### src/rtl/minterm_table_eval.sv
// minterm_table_eval: runtime-programmable sum-of-minterms evaluator with a
// one-cycle streaming evaluation path and an exhaustive count/compare sweep.
module minterm_table_eval #(
    parameter int N_IN  = 5,
    parameter int N_OUT = 3,
    parameter int CMP_A = 0,
    parameter int CMP_B = 1
) (
    input  logic                                        clk,
    input  logic                                        rst,
    input  logic                                        cfg_we,
    input  logic [((N_OUT > 1) ? $clog2(N_OUT) : 1)-1:0] cfg_sel,
    input  logic [N_IN-1:0]                             cfg_idx,
    input  logic                                        cfg_on,
    input  logic                                        cfg_dc,
    input  logic                                        dc_pol,
    input  logic                                        in_valid,
    input  logic [N_IN-1:0]                             in_vec,
    output logic                                        in_ready,
    output logic                                        out_valid,
    output logic [N_OUT-1:0]                            out_vec,
    input  logic                                        sweep_start,
    output logic                                        busy,
    output logic                                        done,
    output logic [N_OUT*(N_IN+1)-1:0]                   sweep_cnt,
    output logic                                        mismatch
);

    localparam int SEL_W = (N_OUT > 1) ? $clog2(N_OUT) : 1;
    localparam int DEPTH = 1 << N_IN;
    localparam int CW    = N_IN + 1;

    localparam logic [1:0] S_IDLE  = 2'd0;
    localparam logic [1:0] S_SWEEP = 2'd1;
    localparam logic [1:0] S_DONE  = 2'd2;

    logic [1:0]           r_state;
    logic [DEPTH-1:0]     r_on [N_OUT];
    logic [DEPTH-1:0]     r_dc [N_OUT];
    logic [N_IN-1:0]      r_idx;
    logic                 r_out_valid;
    logic [N_OUT-1:0]     r_out_vec;
    logic [N_OUT*CW-1:0]  r_cnt;
    logic                 r_mismatch;

    logic                 w_idle;
    logic                 w_accept;
    logic [N_OUT-1:0]     w_res_eval;
    logic [N_OUT-1:0]     w_res_sweep;
    logic                 w_cmp_diff;

    // DC entries take priority over ON and are replaced by the policy bit.
    function automatic logic f_resolve(input logic on_bit, input logic dc_bit, input logic pol);
        f_resolve = dc_bit ? pol : on_bit;
    endfunction

    assign w_idle   = (r_state == S_IDLE);
    assign w_accept = in_valid && w_idle;

    // Resolved function values for the eval vector and the sweep index, plus care-point compare.
    always_comb begin
        w_res_eval  = '0;
        w_res_sweep = '0;
        for (int j = 0; j < N_OUT; j++) begin
            w_res_eval[j]  = f_resolve(r_on[j][in_vec], r_dc[j][in_vec], dc_pol);
            w_res_sweep[j] = f_resolve(r_on[j][r_idx], r_dc[j][r_idx], dc_pol);
        end
        w_cmp_diff = !r_dc[CMP_A][r_idx] && !r_dc[CMP_B][r_idx] &&
                     (r_on[CMP_A][r_idx] != r_on[CMP_B][r_idx]);
    end

    // ON/DC tables; writes only land while idle so a sweep sees a frozen table.
    always_ff @(posedge clk or posedge rst) begin
        if (rst) begin
            for (int j = 0; j < N_OUT; j++) begin
                r_on[j] <= '0;
                r_dc[j] <= '0;
            end
        end else if (cfg_we && w_idle) begin
            for (int j = 0; j < N_OUT; j++) begin
                if (cfg_sel == SEL_W'(j)) begin
                    r_on[j][cfg_idx] <= cfg_on;
                    r_dc[j][cfg_idx] <= cfg_dc;
                end
            end
        end
    end

    // Sweep FSM: walks every minterm once, accumulating counts and the sticky mismatch.
    always_ff @(posedge clk or posedge rst) begin
        if (rst) begin
            r_state    <= S_IDLE;
            r_idx      <= '0;
            r_cnt      <= '0;
            r_mismatch <= 1'b0;
        end else begin
            case (r_state)
                S_IDLE: begin
                    if (sweep_start) begin
                        r_state    <= S_SWEEP;
                        r_idx      <= '0;
                        r_cnt      <= '0;
                        r_mismatch <= 1'b0;
                    end
                end
                S_SWEEP: begin
                    for (int j = 0; j < N_OUT; j++) begin
                        r_cnt[j*CW +: CW] <= r_cnt[j*CW +: CW] + CW'(w_res_sweep[j]);
                    end
                    if (w_cmp_diff) begin
                        r_mismatch <= 1'b1;
                    end
                    if (r_idx == {N_IN{1'b1}}) begin
                        r_state <= S_DONE;
                    end else begin
                        r_idx <= r_idx + N_IN'(1);
                    end
                end
                S_DONE: begin
                    r_state <= S_IDLE;
                end
                default: begin
                    r_state <= S_IDLE;
                end
            endcase
        end
    end

    // Streaming evaluation result, one cycle after acceptance; value holds between pulses.
    always_ff @(posedge clk or posedge rst) begin
        if (rst) begin
            r_out_valid <= 1'b0;
            r_out_vec   <= '0;
        end else begin
            r_out_valid <= w_accept;
            if (w_accept) begin
                r_out_vec <= w_res_eval;
            end
        end
    end

    assign in_ready  = w_idle;
    assign out_valid = r_out_valid;
    assign out_vec   = r_out_vec;
    assign busy      = (r_state == S_SWEEP);
    assign done      = (r_state == S_DONE);
    assign sweep_cnt = r_cnt;
    assign mismatch  = r_mismatch;

endmodule

### config.mk
export PLATFORM = sky130hd
export DESIGN_NAME = minterm_table_eval
export DESIGN_NICKNAME = d
export VERILOG_FILES = /design/src/rtl/minterm_table_eval.sv
export SDC_FILE = /design/constraint.sdc
export NUM_CORES = 1
export LEC_CHECK = 0
export CORE_MARGIN = 2
export CORE_UTILIZATION = 55
export DETAILED_ROUTE_END_ITERATION = 8
export PLACE_DENSITY = 0.73
export SYNTH_ARGS = -nofsm -noshare
export SYNTH_HDL_FRONTEND = slang
export SYNTH_SLANG_ARGS = --single-unit
### constraint.sdc
create_clock -name clk -period 9.8 [get_ports clk]
set_input_delay 1.47 -clock clk [delete_from_list [all_inputs] [get_ports clk]]
set_output_delay 1.47 -clock clk [all_outputs]
set_load 0.01 [all_outputs]
== Word level (Yosys, flattened, before mapping) ==
Index checks and enable logic that the tools add are counted.

* Register bits after elaboration: 222
* Latch bits: 0
* RAM bits: 0
* Memory bits (read-only): 0
* Input bits: 20
* Output and inout port bits: 26
* Memories kept: 0

* Add/sub/neg operators: 4
* Multipliers: 0
* Divide/modulo/power cells: 0
* $lt $le $gt $ge: 4
* Eq/ne operators: 10
* Shifts and indexed selects: 0
* Multiplexer cells: 49
* Bitwise gates (word level): 0
* Reductions and logical operators: 17

{| class="wikitable"
|+ Operators with widths
! operator !! count
|-
| $bwmux W32 || 6
|-
| $bmux W1 S5 || 12
|-
| $pmux W18 S2 || 1
|-
| $mux W1 || 21
|-
| $add A6 B1 Y6 || 3
|-
| $lt A5 B6 Y1 const B || 3
|-
| $mux W18 || 1
|-
| $mux W5 || 2
|-
| $pmux W5 S2 || 1
|-
| $reduce_and A2 Y1 || 5
|-
| $reduce_and A3 Y1 || 2
|-
| $add A5 B1 Y5 const B || 1
|-
| $demux W1 S5 || 1
|-
| $eq A5 B5 Y1 const B || 1
|-
| $ge A5 B1 Y1 const B || 1
|-
| $logic_and A1 B1 Y1 || 5
|-
| $eq A2 B1 Y1 const B || 2
|-
| $eq A2 B2 Y1 const B || 2
|-
| $logic_not A2 Y1 || 2
|-
| $mux W2 || 2
|-
| $ne A2 B1 Y1 const B || 2
|-
| $ne A2 B2 Y1 const B || 2
|-
| $pmux W2 S2 || 1
|-
| $logic_not A1 Y1 || 2
|-
| 3 further kinds || 3
|}

== Depth between registers and ports, before layout ==
* Word-level depth: 7
* Mapped depth: 15
* Depth with buffers taken out: 11

== Worst setup path after synthesis ==
Ideal clock, no wire load.

* Path type: in2reg
* From: input port in_vec[1]
* To: register r_out_vec[0] (netlist: out_vec[0])
* Library setup time: 0.090 ns
* Arrival: 3.049 ns
* Path slack: 6.660 ns
* Stages on the path: 8
* Path buffers: 2
* Path through: buf_2 > buf_6 > mux4_2 > mux2i_1 > mux2i_1 > mux2i_1 > o211ai_1 > o221ai_1

* Longest elaborated chain between the ends: 3
* Elaborated cells on any way between the ends: 5

{| class="wikitable"
|+ RTL lines
! what !! RTL line !! source
|-
| start: declaration || 18 || <nowiki>input logic [N_IN-1:0] in_vec,</nowiki>
|-
| $bmux W1 S5 || 65 || <nowiki>w_res_eval[j] = f_resolve(r_on[j][in_vec], r_dc[j][in_vec], dc_pol);</nowiki>
|-
| $mux W1 (not written as such) || 65 ||
|-
| $mux W1 (*) || 54 || <nowiki>f_resolve = dc_bit ? pol : on_bit;</nowiki>
|-
| end signal: assignment || 137 || <nowiki>r_out_vec <= w_res_eval;</nowiki>
|-
| end: declaration || 42 || <nowiki>logic [N_OUT-1:0] r_out_vec;</nowiki>
|}

Every way passes the cells marked *; elsewhere a longest branch is shown, timed or not. The select of a mux whose other input is x is not followed.
A chain may end at the register's enable or synchronous reset.

== Worst setup path in the final report ==
* From: register r_idx[0]
* To: register r_cnt[16] (netlist: sweep_cnt[16])

* Longest elaborated chain between the ends: 5
* Elaborated cells on any way between the ends: 7

{| class="wikitable"
|+ RTL lines
! what !! RTL line !! source
|-
| start: declaration || 40 || <nowiki>logic [N_IN-1:0] r_idx;</nowiki>
|-
| start signal: assignment || 116 || <nowiki>r_idx <= r_idx + N_IN'(1);</nowiki>
|-
| $bmux W1 S5 || 66 || <nowiki>w_res_sweep[j] = f_resolve(r_on[j][r_idx], r_dc[j][r_idx], dc_pol);</nowiki>
|-
| $mux W1 (not written as such) || 66 ||
|-
| $mux W1 (*) || 54 ||
|-
| $add A6 B1 Y6 (*) || 108 || <nowiki>r_cnt[j*CW +: CW] <= r_cnt[j*CW +: CW] + CW'(w_res_sweep[j]);</nowiki>
|-
| $pmux W18 S2 (*) || 97 || <nowiki>case (r_state)</nowiki>
|-
| end signal: indexed assignment || 108 ||
|-
| end: declaration || 43 || <nowiki>logic [N_OUT*CW-1:0] r_cnt;</nowiki>
|}

Marks and branches as above.

==> impl_metrics.py <==
metrics = {
    "status": {
        "outcome": "finished clean",
    },
    "clock_tree": {
        "numCtsBuffers": 25,
        "clk_pin_slew_ns": 0.06,
        "ctsResizeCount": 0,
        "cts_setup_buffers": 0,
        "cts_root_buf": "clkbuf_16",
        "cts.sink_count": 222,
        "h-tree-depth": 1,
        "cts_tree": "yes",
        "worstSkewPairLatency_ns": 0.53,
        "cts_hold_buf": 0,
        "clockBufferDepth": 3,
    },
    "synth": {
        "synth_fa_ha_area_frac": 0.0101,
        "ys_seq_area_frac": 0.450,
        "synth_xor_area_frac": 0.00355,
        "syn_inst": 925,
        "synth_area_per_cell_um2": 13.4,
        "synth-edff-count": 0,
        "synth_top_family_by_area": "multiplexers",
        "yosys.area_share.simple": 0.0718,
        "synth_nets": 955,
        "synth_compound_area_frac": 0.0421,
        "yosys-mux-area-fraction": 0.388,
        "ys_ff_latch": 222,
        "yosysWarnings": 0,
        "yosysUniqueCellTypes": 46,
        "synthArstFlopShare": 1.00,
        "synthFlopType": "dfrtp_1",
        "syn_area_um2": 12400,
    },
    "sta": {
        "final.min_clock_period_ns": 3.99,
        "final.setup.tns_ns": 0,
        "rsz0062_at_grt": "false",
        "fin_skew_ns": 0.00826,
        "worstMarginPinSlew_ns": 1.15,
        "slew_headroom": 0.232,
        "fmax_mhz": 251,
        "final_max_slew_viol_count": 0,
        "hold_viol": 0,
        "finalCritPeriodShare": 0.407,
        "setup_violations": 0,
    },
    "place": {
        "dp_hpwl_mm": 19.3,
        "dpl-instance-area_um2": 12800,
        "port_buffers": 45,
        "gp_congestion": 0.826,
    },
    "cells_and_area": {
        "design_area_um2": 13700,
        "fin_nets": 960,
        "final_common_cell": "dfrtp_1",
        "diodes": 0,
        "area_growth_syn_to_layout_pct": 10.7,
        "drive_gt1_frac": 0.361,
        "utilization": 0.623,
        "final_cell_mix": "221 x dfrtp_1, 196 x mux2_2, 82 x nand2_1",
        "n_fill_cell": 1692,
    },
    "power_and_ir_drop": {
        "p_per_area_nw_per_um2": 197,
        "power.leakage_uw": 0.00615,
        "p_switching_uw": 824,
        "pwr-share-clk": 0.356,
        "power_frac_comb": 0.236,
        "pwr-share-seq": 0.408,
        "totalPowerFinal_uw": 2700,
        "switching_share": 0.305,
        "intPower_uw": 1870,
        "ir_drop_mv": 0.142,
    },
    "global_route": {
        "grt-ovfl-total": 0,
        "grtUsageTotal": 0.265,
        "grt_first_pass_wirelength_mm": 48.5,
        "grt_max_degree": 148,
        "grt_pass1_vias": 8414,
        "antenna_found_initial": 0,
    },
    "drt": {
        "vias": 8190,
        "first_pass_iters": 5,
        "avgViaCountPerCell": 6.67,
        "drt_iter0_markers": 611,
        "antenna_left": 0,
        "routedWlPerCell_um": 24.8,
        "drt_wl_total_mm": 30.4,
        "drc": 0,
    },
    "floorplan": {
        "initial_core_util": 0.563,
        "io_pins": 46,
        "num_rows": 54,
        "die_x_um": 154,
        "die_y_um": 154,
        "core_region_area_um2": 22000,
        "dieArea_um2": 23700,
    },
    "critical_path": {
        "critPathLaunchType": "flip-flop",
        "crit_fanout": 39,
        "critical_path.top_delay_family": "multiplexers",
        "crit_buf_inv": 1,
        "critPathRequiredTime_ns": 10.25,
        "timing.critical_path.to_type": "flip-flop",
        "path_cells": "buf_4, mux4_1, mux4_2, nor2b_1, a211oi_1, a21oi_1, ha_1, ha_1, nand3_1, or3_1, a21oi_1",
        "worst_path_largest_cell_delay_ns": 0.67,
        "reg2reg_slack_ns": 5.81,
        "worstPathArrival_ns": 4.44,
        "path_class": "reg2reg",
        "slowest_stage": "dfrtp_4",
    },
    "hold_path": {
        "min_path_type": "reg2reg",
    },
    "flow_run": {
        "maxCapViolCount": 0,
    },
}
==> worst paths after layout <==
kind / from / end / cells after the start
max: r_idx[0] / sweep_cnt[16] / 11
min: sweep_cnt[17] / sweep_cnt[17] / 1
max reg2reg: r_idx[0] / sweep_cnt[16] / 11
min reg2reg: sweep_cnt[17] / sweep_cnt[17] / 1
max in group asynchronous: rst / r_on[9] / 3
min in group asynchronous: rst / sweep_cnt[9] / 2
==> registers in the layout, summed over array words and instances, names as in the netlist <==
signal,flops
r_state,2
r_idx,5
r_dc,96
sweep_cnt,18
mismatch,1
r_on,96
out_vec,3
out_valid,1
==> layer usage <==
metal | GRT usage | up-vias | routed length [µm]
met5 | 0 | - | 0
met2 | 0.428 | 292 | 14600
met1 | 0.375 | 4319 | 13000
li1 | - | 3516 | -
met3 | 0.0434 | 63 | 1880
met4 | 0.0801 | 0 | 924
==> through the flow <==
step | setup WS [ns] | hold WS (ns) | cells
after floorplan | 2.25 | 0.488 | 925
after global placement | 5.85 | 0.474 | 1183
after detailed placement | 5.79 | 0.491 | 1183
after CTS | 5.77 | 0.499 | 1227
after global routing | 5.51 | 0.521 | 1227
final | 5.81 | 0.501 | 1227
==> Yosys cell counts, types with 3 or more instances <==
library cell / count / area share
nor2_1: 44 / 0.013
xor2_1: 3 / 0.0021
buf_6: 3 / 0.0027
or3_1: 5 / 0.0025
ha_1: 10 / 0.010
o211ai_1: 8 / 0.0049
clkbuf_1: 51 / 0.015
a211oi_1: 11 / 0.0067
buf_12: 3 / 0.0049
mux4_2: 79 / 0.14
mux4_1: 10 / 0.021
nor2b_1: 7 / 0.0035
mux2_2: 196 / 0.18
mux4_4: 3 / 0.0061
nand2b_1: 3 / 0.0015
o22ai_1: 4 / 0.0020
nand3_1: 10 / 0.0041
a21oi_1: 11 / 0.0045
o221ai_1: 7 / 0.0050
nand2_1: 82 / 0.025
buf_2: 9 / 0.0036
inv_1: 5 / 0.0015
nor3_1: 32 / 0.013
nand4_1: 4 / 0.0020
nand3b_1: 4 / 0.0024
a22oi_1: 4 / 0.0024
buf_4: 5 / 0.0030
buf_1: 4 / 0.0012
o21ai_0: 10 / 0.0041
dfrtp_1: 222 / 0.45
a22o_1: 12 / 0.0085
mux2i_1: 44 / 0.036
==> cells by family (layout without fill, tap and decap cells) <==
kind of cell | count (synthesis) | after routing
buf+inv | 83 | 105
compound gates | 72 | 72
fa+ha+maj | 10 | 10
mux | 334 | 334
xor+xnor | 5 | 5
flops | 222 | 222
simple gates | 199 | 199
==> power groups by stage <==
stage,Sequential (µW),Combinational [µW],Clock (µW)
after floorplan,1070,507,0
after global placement,1110,623,0
after detailed placement,1110,635,0
after CTS,1100,637,976
after global routing,1110,682,1010
final,1100,636,962
==> area by class of cell <==
type	instances	area [µm²]	area share
Clock buffer	38	764	0.0559
Clock inverter	6	80.1	0.00586
Inverter	5	26.3	0.00192
Multi-Input combinational cell	620	6370	0.466
Sequential cell	222	5560	0.407
Tap cell	280	350	0.0256
Timing Repair Buffer	56	515	0.0377
Power figures use the tool's default switching activity.
